**src/rtl/activity_dff_bank_pkg.sv**
```systemverilog
// rtl/activity_dff_bank_pkg.sv - shared types and arithmetic helpers for activity_dff_bank
//
// Purpose : capture-edge selector enum, a width-bounded popcount and a
//           saturating adder used by the activity counters.
// Ports   : none (package).

package activity_dff_pkg;

  typedef enum logic [1:0] {
    EDGE_POS  = 2'd0,
    EDGE_NEG  = 2'd1,
    EDGE_DUAL = 2'd2
  } edge_mode_e;

  // Largest bank the popcount helper can scan, and the widest counter the
  // saturating adder can hold. Callers zero-extend into these widths.
  localparam int unsigned POP_MAX_W = 256;
  localparam int unsigned SAT_MAX_W = 32;

  typedef struct packed {
    logic                 ovf;
    logic [SAT_MAX_W-1:0] sum;
  } sat_res_t;

  // Counts set bits in v[w-1:0]. Bits at or above w are ignored, so the
  // caller's bank width is the effective parameter of the function.
  function automatic logic [15:0] popcount(input logic [POP_MAX_W-1:0] v,
                                           input int unsigned          w);
    logic [15:0] n;
    n = '0;
    for (int unsigned i = 0; i < POP_MAX_W; i++) begin
      if (i < w) n = n + 16'(v[i]);
    end
    return n;
  endfunction

  // a + b evaluated one bit wider than the counter; anything above
  // 2^cnt_w-1 clamps to all-ones and flags ovf.
  function automatic sat_res_t sat_add(input logic [SAT_MAX_W-1:0] a,
                                       input logic [SAT_MAX_W-1:0] b,
                                       input int unsigned          cnt_w);
    logic [SAT_MAX_W:0] full;
    logic [SAT_MAX_W:0] limit;
    sat_res_t           r;
    full  = {1'b0, a} + {1'b0, b};
    limit = ((SAT_MAX_W+1)'(1) << cnt_w) - (SAT_MAX_W+1)'(1);
    if (full > limit) begin
      r.ovf = 1'b1;
      r.sum = limit[SAT_MAX_W-1:0];
    end else begin
      r.ovf = 1'b0;
      r.sum = full[SAT_MAX_W-1:0];
    end
    return r;
  endfunction

endpackage

```
**src/rtl/activity_dff_bank_if.sv**
```systemverilog
// rtl/activity_dff_bank_if.sv - data/counter bundle between activity_dff_bank and its user
//
// Purpose : groups capture inputs and activity outputs of the bank.
// Signals : EN      capture enable
//           D       data input (WIDTH)
//           CLR     synchronous counter clear
//           Q       registered data (WIDTH)
//           TOG_CNT saturating total of Q bit toggles (CNT_W)
//           EVT_CNT saturating count of capture edges that changed Q (CNT_W)
//           SAT     sticky saturation flag
// Modports: master drives EN/D/CLR, slave (the bank) drives the rest.

interface activity_dff_bank_if #(
  parameter int WIDTH = 8,
  parameter int CNT_W = 16
);

  logic             EN;
  logic [WIDTH-1:0] D;
  logic             CLR;
  logic [WIDTH-1:0] Q;
  logic [CNT_W-1:0] TOG_CNT;
  logic [CNT_W-1:0] EVT_CNT;
  logic             SAT;

  modport master (
    output EN, D, CLR,
    input  Q, TOG_CNT, EVT_CNT, SAT
  );

  modport slave (
    input  EN, D, CLR,
    output Q, TOG_CNT, EVT_CNT, SAT
  );

endinterface

```
**src/rtl/activity_dff_bank_dual_edge_reg.sv**
```systemverilog
// rtl/activity_dff_bank_dual_edge_reg.sv - dual-edge register built from two XOR-coupled half-flops
//
// Purpose : captures D on both CLK edges without a clock-driven output mux.
// Ports   : CLK  clock, both edges active
//           RST  asynchronous active-high reset
//           EN   capture enable, sampled at each edge
//           D    data input (WIDTH)
//           Q    registered data (WIDTH), qp ^ qn

module dual_edge_reg #(
  parameter int WIDTH = 8
) (
  input  logic             CLK,
  input  logic             RST,
  input  logic             EN,
  input  logic [WIDTH-1:0] D,
  output logic [WIDTH-1:0] Q
);

  logic [WIDTH-1:0] qp;
  logic [WIDTH-1:0] qn;

  // Each half stores D pre-XORed with the other half, so whichever half
  // updated last makes qp ^ qn equal to the D it sampled.
  always_ff @(posedge CLK or posedge RST) begin
    if (RST) begin
      qp <= '0;
    end else if (EN) begin
      qp <= D ^ qn;
    end
  end

  always_ff @(negedge CLK or posedge RST) begin
    if (RST) begin
      qn <= '0;
    end else if (EN) begin
      qn <= D ^ qp;
    end
  end

  assign Q = qp ^ qn;

endmodule

```
**src/rtl/activity_dff_bank.sv**
```systemverilog
// rtl/activity_dff_bank.sv - WIDTH-bit register bank with selectable capture edge and toggle counters
//
// Purpose : registers D on the rising, falling or both CLK edges and keeps
//           saturating counts of Q bit toggles and of Q-changing captures.
// Params  : WIDTH     data bits (1..POP_MAX_W)
//           EDGE_MODE EDGE_POS, EDGE_NEG or EDGE_DUAL
//           CNT_W     counter width (4..SAT_MAX_W)
// Ports   : CLK  clock
//           RST  asynchronous active-high reset
//           bus  activity_dff_bank_if slave (EN, D, CLR in; Q, TOG_CNT,
//                EVT_CNT, SAT out)

module activity_dff_bank
  import activity_dff_pkg::*;
#(
  parameter int         WIDTH     = 8,
  parameter edge_mode_e EDGE_MODE = EDGE_POS,
  parameter int         CNT_W     = 16
) (
  input logic                CLK,
  input logic                RST,
  activity_dff_bank_if.slave bus
);

  logic [WIDTH-1:0] q;
  logic [WIDTH-1:0] d_xor_q;

  // Contribution of a capture happening at the edge currently being taken:
  // q is still the pre-edge value here.
  logic [15:0] edge_tog;
  logic        edge_evt;

  logic [15:0] cur_tog;
  logic        cur_evt;
  logic [15:0] pend_tog;
  logic        pend_evt;

  logic [CNT_W-1:0] tog_cnt;
  logic [CNT_W-1:0] evt_cnt;
  logic             sat;

  logic [SAT_MAX_W-1:0] tog_inc;
  logic [SAT_MAX_W-1:0] evt_inc;
  sat_res_t             tog_res;
  sat_res_t             evt_res;

  assign d_xor_q  = bus.D ^ q;
  assign edge_tog = bus.EN ? popcount(POP_MAX_W'(d_xor_q), unsigned'(WIDTH)) : 16'd0;
  assign edge_evt = bus.EN && (|d_xor_q);

  // ------------------------------------------------------------------
  // Data register
  // ------------------------------------------------------------------
  generate
    if (EDGE_MODE == EDGE_DUAL) begin : g_dual
      dual_edge_reg #(
        .WIDTH (WIDTH)
      ) u_dual_edge_reg (
        .CLK (CLK),
        .RST (RST),
        .EN  (bus.EN),
        .D   (bus.D),
        .Q   (q)
      );
    end else if (EDGE_MODE == EDGE_NEG) begin : g_neg
      always_ff @(negedge CLK or posedge RST) begin
        if (RST) begin
          q <= '0;
        end else if (bus.EN) begin
          q <= bus.D;
        end
      end
    end else begin : g_pos
      always_ff @(posedge CLK or posedge RST) begin
        if (RST) begin
          q <= '0;
        end else if (bus.EN) begin
          q <= bus.D;
        end
      end
    end
  endgenerate

  // ------------------------------------------------------------------
  // Falling-edge contributions are parked here until the next rising edge,
  // because the counters themselves only ever change on rising CLK. Every
  // rising edge is preceded by exactly one falling edge (or by reset), so
  // the value is consumed once without needing an explicit clear.
  // ------------------------------------------------------------------
  generate
    if (EDGE_MODE == EDGE_POS) begin : g_no_pend
      assign pend_tog = 16'd0;
      assign pend_evt = 1'b0;
    end else begin : g_pend
      always_ff @(negedge CLK or posedge RST) begin
        if (RST) begin
          pend_tog <= 16'd0;
          pend_evt <= 1'b0;
        end else begin
          pend_tog <= edge_tog;
          pend_evt <= edge_evt;
        end
      end
    end

    if (EDGE_MODE == EDGE_NEG) begin : g_no_cur
      assign cur_tog = 16'd0;
      assign cur_evt = 1'b0;
    end else begin : g_cur
      assign cur_tog = edge_tog;
      assign cur_evt = edge_evt;
    end
  endgenerate

  // ------------------------------------------------------------------
  // Activity counters (rising edge only)
  // ------------------------------------------------------------------
  assign tog_inc = SAT_MAX_W'(pend_tog) + SAT_MAX_W'(cur_tog);
  assign evt_inc = SAT_MAX_W'(pend_evt) + SAT_MAX_W'(cur_evt);

  assign tog_res = sat_add(SAT_MAX_W'(tog_cnt), tog_inc, unsigned'(CNT_W));
  assign evt_res = sat_add(SAT_MAX_W'(evt_cnt), evt_inc, unsigned'(CNT_W));

  always_ff @(posedge CLK or posedge RST) begin
    if (RST) begin
      tog_cnt <= '0;
      evt_cnt <= '0;
      sat     <= 1'b0;
    end else if (bus.CLR) begin
      // Clear wins over this edge's contributions, pending ones included.
      tog_cnt <= '0;
      evt_cnt <= '0;
      sat     <= 1'b0;
    end else begin
      tog_cnt <= tog_res.sum[CNT_W-1:0];
      evt_cnt <= evt_res.sum[CNT_W-1:0];
      if (tog_res.ovf || evt_res.ovf) begin
        sat <= 1'b1;
      end
    end
  end

  // Clamped sums never exceed CNT_W bits, so the adder's upper bits are
  // always zero and deliberately left unconsumed.
  generate
    if (CNT_W < SAT_MAX_W) begin : g_sum_hi
      logic unused_sum_hi;
      assign unused_sum_hi = ^{tog_res.sum[SAT_MAX_W-1:CNT_W],
                               evt_res.sum[SAT_MAX_W-1:CNT_W]};
    end
  endgenerate

  assign bus.Q       = q;
  assign bus.TOG_CNT = tog_cnt;
  assign bus.EVT_CNT = evt_cnt;
  assign bus.SAT     = sat;

endmodule

```
**src/flat_wrapper.sv**
```systemverilog
// flat-port wrapper written by rule: the top's interface ports become plain ports
module activity_dff_bank_flat import activity_dff_pkg::*;
#(
  parameter int         WIDTH     = 8,
  parameter edge_mode_e EDGE_MODE = EDGE_POS,
  parameter int         CNT_W     = 16
)
  (CLK, RST, bus_EN, bus_D, bus_CLR, bus_Q, bus_TOG_CNT, bus_EVT_CNT, bus_SAT);
  activity_dff_bank_if #(.WIDTH(WIDTH), .CNT_W(CNT_W)) bus_i ();
  input logic CLK;
  input logic RST;
  input wire logic [$bits(bus_i.EN)-1:0] bus_EN;
  input wire logic [$bits(bus_i.D)-1:0] bus_D;
  input wire logic [$bits(bus_i.CLR)-1:0] bus_CLR;
  output wire logic [$bits(bus_i.Q)-1:0] bus_Q;
  output wire logic [$bits(bus_i.TOG_CNT)-1:0] bus_TOG_CNT;
  output wire logic [$bits(bus_i.EVT_CNT)-1:0] bus_EVT_CNT;
  output wire logic [$bits(bus_i.SAT)-1:0] bus_SAT;
  assign bus_i.EN = bus_EN;
  assign bus_i.D = bus_D;
  assign bus_i.CLR = bus_CLR;
  assign bus_Q = bus_i.Q;
  assign bus_TOG_CNT = bus_i.TOG_CNT;
  assign bus_EVT_CNT = bus_i.EVT_CNT;
  assign bus_SAT = bus_i.SAT;
  activity_dff_bank #(.WIDTH(WIDTH), .EDGE_MODE(EDGE_MODE), .CNT_W(CNT_W)) u_core (.CLK(CLK), .RST(RST), .bus(bus_i));
endmodule
```
**config.mk**
```make
export PLATFORM = sky130hd
export DESIGN_NAME = activity_dff_bank_flat
export DESIGN_NICKNAME = d
export VERILOG_FILES = /design/src/rtl/activity_dff_bank_pkg.sv /design/src/rtl/activity_dff_bank_if.sv /design/src/rtl/activity_dff_bank_dual_edge_reg.sv /design/src/rtl/activity_dff_bank.sv /design/src/flat_wrapper.sv
export SDC_FILE = /design/constraint.sdc
export NUM_CORES = 1
export LEC_CHECK = 0
export CAP_MARGIN = 20
export CORE_ASPECT_RATIO = 1.5
export CORE_MARGIN = 3
export CORE_UTILIZATION = 35
export CTS_CLUSTER_DIAMETER = 150
export DETAILED_ROUTE_END_ITERATION = 16
export PLACE_DENSITY = 0.68
export SLEW_MARGIN = 0
export SYNTH_ARGS = -nofsm -noshare
export SYNTH_HDL_FRONTEND = slang
export SYNTH_SLANG_ARGS = --single-unit
```
**constraint.sdc**
```tcl
create_clock -name CLK -period 6.51 [get_ports CLK]
set_input_delay 0.9765 -clock CLK [delete_from_list [all_inputs] [get_ports CLK]]
set_output_delay 0.9765 -clock CLK [all_outputs]
set_load 0.01 [all_outputs]
```
==> Word level (Yosys, flattened, before mapping) <==
Cells that the tools add are included.
{ "totals": {"word_cells": 27, "input_bits": 12, "regBits": 41, "output_inout_bits": 41} }
{ "classes": {"n_bitwise": 1, "n_reduce_logical": 4, "addsub": 9, "muxes": 7, "magnitude_cmp": 2} }
{ "op_table": {"columns": ["cell", "count"], "rows": [
  ["16-bit by 1-bit adder with 16-bit output", 6],
  ["33-bit by 16-bit > comparator with 1-bit output, second input constant", 2],
  ["33-bit 2-to-1 mux", 2],
  ["16-bit 2-to-1 mux", 3],
  ["16-bit by 1-bit adder with 17-bit output", 1],
  ["16-bit by 16-bit adder with 17-bit output", 1],
  ["8-bit OR reduction", 1],
  ["8-bit bitwise XOR", 1],
  ["1-bit by 1-bit adder with 2-bit output", 1],
  ["1-bit 2-to-1 mux", 2],
  ["2-bit nonzero test", 1],
  ["1-bit logical AND", 1],
  ["1-bit logical OR", 1]
]} }

==> Depth between registers and ports, before layout <==
{ "depth": {"ltp_word": 15, "ltp_mapped": 18, "ltp_nobuf": 17} }

==> Worst setup path before layout <==
Ideal clock, no wire load.
{ "synth_path": {"path_kind": "in2reg", "start": "input port bus_D[1]", "end": "register u_core.tog_cnt[11], in the netlist u_core.bus.TOG_CNT[11]", "required_ps": 6428, "stages": 17, "path_buffers": 1, "arrival_time_ps": 4930, "path_slack_ps": 1498, "setup_time_ps": 82, "cell_sequence": "xor2_1 > inv_1 > ha_1 > inv_1 > fa_1 > fa_1 > inv_1 > fa_1 > inv_1 > fa_1 > nand2b_1 > fa_1 > nand2b_1 > a21oi_1 > nand3_1 > clkbuf_1 > a31oi_1"} }
{ "synth_between": {"elab_chain_len": 13} }
{ "synth_lines": {"columns": ["element", "line_no", "text"], "rows": [
  ["from (decl)", "flat_wrapper.sv:13", "input wire logic [$bits(bus_i.D)-1:0] bus_D;"],
  ["8-bit bitwise XOR (*)", "activity_dff_bank.sv:47", "assign d_xor_q = bus.D ^ q;"],
  ["1-bit by 1-bit adder with 2-bit output (*)", "activity_dff_bank_pkg.sv:32", "if (i < w) n = n + 16'(v[i]);"],
  ["16-bit by 1-bit adder with 16-bit output (*) (6 in series)", "activity_dff_bank_pkg.sv:32", null],
  ["16-bit 2-to-1 mux (*)", "activity_dff_bank.sv:48", "assign edge_tog = bus.EN ? popcount(POP_MAX_W'(d_xor_q), unsigned'(WIDTH)) : 16'd0;"],
  ["16-bit by 16-bit adder with 17-bit output (*)", "activity_dff_bank_pkg.sv:45", "full = {1'b0, a} + {1'b0, b};"],
  ["33-bit by 16-bit > comparator with 1-bit output", "activity_dff_bank_pkg.sv:47", "if (full > limit) begin"],
  ["33-bit 2-to-1 mux (*)", "activity_dff_bank_pkg.sv:47", null],
  ["16-bit 2-to-1 mux (*)", "activity_dff_bank.sv:129", "end else if (bus.CLR) begin"],
  ["to (signal assigned)", "activity_dff_bank.sv:135", "tog_cnt <= tog_res.sum[CNT_W-1:0];"],
  ["to (decl)", "activity_dff_bank.sv:38", "logic [CNT_W-1:0] tog_cnt;"]
]} }
Mark *: on every way between the ends. The rest lies on a longest branch, timed or not.
A chain may end at the register's enable or synchronous reset.

==> Worst setup path in the final report <==
{ "layout_path": {"start": "input port bus_D[1]", "end": "register u_core.tog_cnt[5], in the netlist u_core.bus.TOG_CNT[5]"} }
The elaborated chain is that of the path after synthesis.

==> impl_results.md <==
- Worst-path cell chain: clkdlybuf4s50_1, xor2_1, inv_1, ha_1, inv_1, fa_1, fa_1, inv_1, fa_1, inv_1, fa_1, nand2b_1, fa_1, nand2b_1, a21oi_1, buf_4, nand3_1, a31oi_1
- Setup WS pre-CTS: slightly above 700 ps
- Leakage: 1.26 nW
- Clk slew on worst S/H paths: approximately 80 ps
- Layout area overhead: 30.4%
- Outcome: completed
- Met1 wire length: 2260 um
- Library cells used by synthesis: 43
- Max-Slew Margin vs Limit: 0.510
- Layout cells sized above 1: 0.0850
- Filler cells: 620
- #FFs+latches synth: a little over 40
- Cells after Synth: 240
- Highest clock rate: between 0.15 and 0.2 GHz
- I/O pins: 53
- Overflow after GRT: 0
- Mapped cell area: about 0.0024 sq mm
- Final net count: 320
- Count of pins over their slew limit: 0
- Height of the die: about 110 um
- Hold Path Cell Cnt: 1
- CTS sink count: slightly above 40
- Core box area: approximately 0.0066 sq mm
- Total GRT Usage: 0.148
- Post-Place Cell Area: 0.00301 sq mm
- Clock Tree Buf Depth: 2
- IO buf count: between 50 and 60
- Vias/cell: ~5.2
- Min cycle time layout: 5470 ps
- # Post-CTS Setup Buffers: 0
- Crit path max fanout: 13
- Detailed Routing Iterations Pass 1: 4
- Number of global-route vias before repair: approximately 2000
- Hold wc startpoint: u_core.bus.EVT_CNT[15]$_DFF_PP0_
- Die W: 73.4 um
- Placed cells: about 360
- Final hold vios: 0
- Crit path DAT: 5680 ps
- YS warnings: 0
- Power, Total: ~690 uW
- Max layer used: met4
- P per Cell Area: 223 mW/mm^2
- Worst setup margin: approximately 1000 ps
- R2R depth: 17
- Setup TNS: 0 ps
- Most frequent CP cell: fa_1
- IR drop worst, VDD: around 0.10 mV
- Seq/Total Area, Yosys: 0.430
- Routed len/inst: about 14 um
- R2R Setup Slk: 1810 ps
- Hold Path End: u_core.bus.EVT_CNT[15]$_DFF_PP0_
- MaxCap Viol Count: 0
- Clk_lat worst skew: around 280 ps
- FP Rows: 36
- CTS tree: built
- Syn_area_per_cell: 9.94 sq um
- Final setup fails: 0
- Largest net degree at the start of global routing: 42
- Post-Layout Inst Area: 0.00311 sq mm
- Detail Route met3 WL: around 230 um
- Worst stage delay on the critical path: 500 ps
- RSZ-0062 raised after global routing: false
- Critical path endpoint category: flip-flop
- Worst Clk Skew: ~2.6 ps
- Worst setup SP type: primary input
- Min-Delay Path Class: reg2reg
- Kind of critical path: in2reg
- Die ar.: between 0.007 and 0.008 sq mm
- Slowest cell on the critical path: clkdlybuf4s50_1
- HPWL Detailed: between 3000 and 4000 um
- Vias: just under 2000
- CTS buffer count: 5
- Final ANT Viol Nets: 0
- Initial antenna violation count: 0
- Register area: 0.00103 sq mm
- Routed wire length: approximately 5300 um
- Post-synth EDFFs: 0
- Final Wtd Congestion: around 0.83
- Routed wl met2: around 2800 um
- First-pass GRT wire length: 9360 um
- Synth Flop Type: dfrtp_1
- ANT cells: 0
- Initial Util: 0.363
- Clk Tree Root Cell: clkbuf_8
- Critical Path RT: between 6000 and 7000 ps
- Crit share post-route: 0.841
- CTS Hold Buffers Added: 0
- CTS-repair resized insts: 0
- Area of the multi-input gates: roughly 0.0012 sq mm
- Net Count, Synth: 267
- H-tree Lvls: 2
- Reg-to-reg startpoint: u_core.bus.Q[1]$_DFFE_PP0P_
- Fraction of registers with async set/reset: 1.00
- Crit Reg-Reg Endpoint: u_core.bus.TOG_CNT[5]$_DFF_PP0_
- Drt drc: 0
- Final cell count without fillers: 370
- DRT iter0 DRCs: 63
- Tightest Pin Transition: between 700 and 800 ps
==> per-stage QoR <==
step           hold slack, ps  utilization
3_5_place_dp              549        0.458
5_1_grt                   585        0.473
6_report                  562        0.473
3_3_place_gp              533        0.453
4_1_cts                   567        0.473
2_1_floorplan             558            -
==> kinds of logic (layout without fill, tap and decap cells) <==
kind of cell / after synthesis / in the layout / share of synthesized area
multiplexers: 8 / 8 / 0.0378
XOR/XNOR: 25 / 25 / 0.0918
buffers and inverters: 32 / 86 / 0.0509
AND/OR/NAND/NOR: 66 / 66 / 0.160
AO/OA/AOI/OAI: 53 / 53 / 0.135
adder cells (fa/ha/maj): 15 / 15 / 0.0944
flip-flops: 41 / 41 / 0.430
==> report_power, final <==
| part | leakage [nW] | total [mW] | internal [mW] | switching [mW] |
|---|---|---|---|---|
| registers | 0.551 | 0.282 | 0.270 | 0.0125 |
| clock network | 0.0542 | 0.186 | 0.0960 | 0.0900 |
| logic | 0.657 | 0.225 | 0.111 | 0.113 |
| total | 1.26 | 0.693 | 0.477 | 0.216 |
==> placed cells by master, fill, tap and decap left out, types with 3 or more instances in the layout <==
cell,count
dfrtp_1,41
fa_1,5
a21oi_1,28
clkdlybuf4s50_1,52
nor2_1,12
and2_1,3
o21ai_0,3
nand2_1,10
ha_1,10
nand3_1,13
xnor2_1,17
a211oi_1,3
mux2_2,8
or3_1,3
a31oi_1,7
nor3_1,5
xor2_1,8
and3_1,3
inv_1,23
clkbuf_8,7
==> Yosys cell counts, types with 2 or more instances <==
cell type | count | area (sq um)
nand2b_1 | 2 | 12.5
nand3_1 | 13 | 65.1
dfrtp_1 | 41 | 1030
a21oi_1 | 28 | 140
and2_1 | 3 | 18.8
o31ai_1 | 2 | 15.0
or3_1 | 3 | 18.8
nor2_1 | 12 | 45.0
or4_1 | 2 | 15.0
ha_1 | 10 | 125
o21ai_0 | 3 | 15.0
nor3_1 | 5 | 25.0
xnor2_1 | 17 | 149
inv_1 | 23 | 86.3
or3_2 | 2 | 15.0
a211oi_1 | 3 | 22.5
a311oi_1 | 2 | 17.5
nor4_1 | 2 | 12.5
mux2_2 | 8 | 90.1
xor2_1 | 8 | 70.1
and3_1 | 3 | 18.8
a31oi_1 | 7 | 43.8
and4b_1 | 2 | 20.0
fa_1 | 5 | 100
clkbuf_1 | 7 | 26.3
nand2_1 | 10 | 37.5
==> cell type report <==
type,instances,share of cell area
clock buffer,7,0.0310
clock inverter,1,0.00161
inverter,23,0.0278
multi-input combinational,167,0.398
sequential,41,0.330
tap,76,0.0306
timing repair buffer,55,0.181
==> worst max path at each step <==
stage                   from                               end
floorplan           bus_D[1]  u_core.bus.TOG_CNT[11]$_DFF_PP0_
global placement    bus_D[1]   u_core.bus.TOG_CNT[8]$_DFF_PP0_
detailed placement  bus_D[1]   u_core.bus.TOG_CNT[7]$_DFF_PP0_
CTS                 bus_D[1]   u_core.bus.TOG_CNT[5]$_DFF_PP0_
global route        bus_D[1]        u_core.bus.SAT$_DFFE_PP0P_
finish              bus_D[1]   u_core.bus.TOG_CNT[5]$_DFF_PP0_
==> per-layer routing <==
layer	up-vias	global-route usage
met3	2	0.0244
met4	0	0.0311
met2	45	0.258
li1	948	-
met5	-	0
met1	947	0.190
==> flip-flops by register name (all words and copies together), names as in the netlist <==
register            flops
u_core.bus.SAT          1
u_core.bus.TOG_CNT     16
u_core.bus.Q            8
u_core.bus.EVT_CNT     16
==> worst max-delay path, delay by kind of cell <==
kind | cells | cell delay, ps
adders and majority gates | 6 | 2410
buffers and inverters | 6 | 920
and+or+nand+nor | 3 | 770
AOI/OAI and AO/OA | 2 | 410
xor gates and xnor gates | 1 | 200
Power figures use the tool's default switching activity.
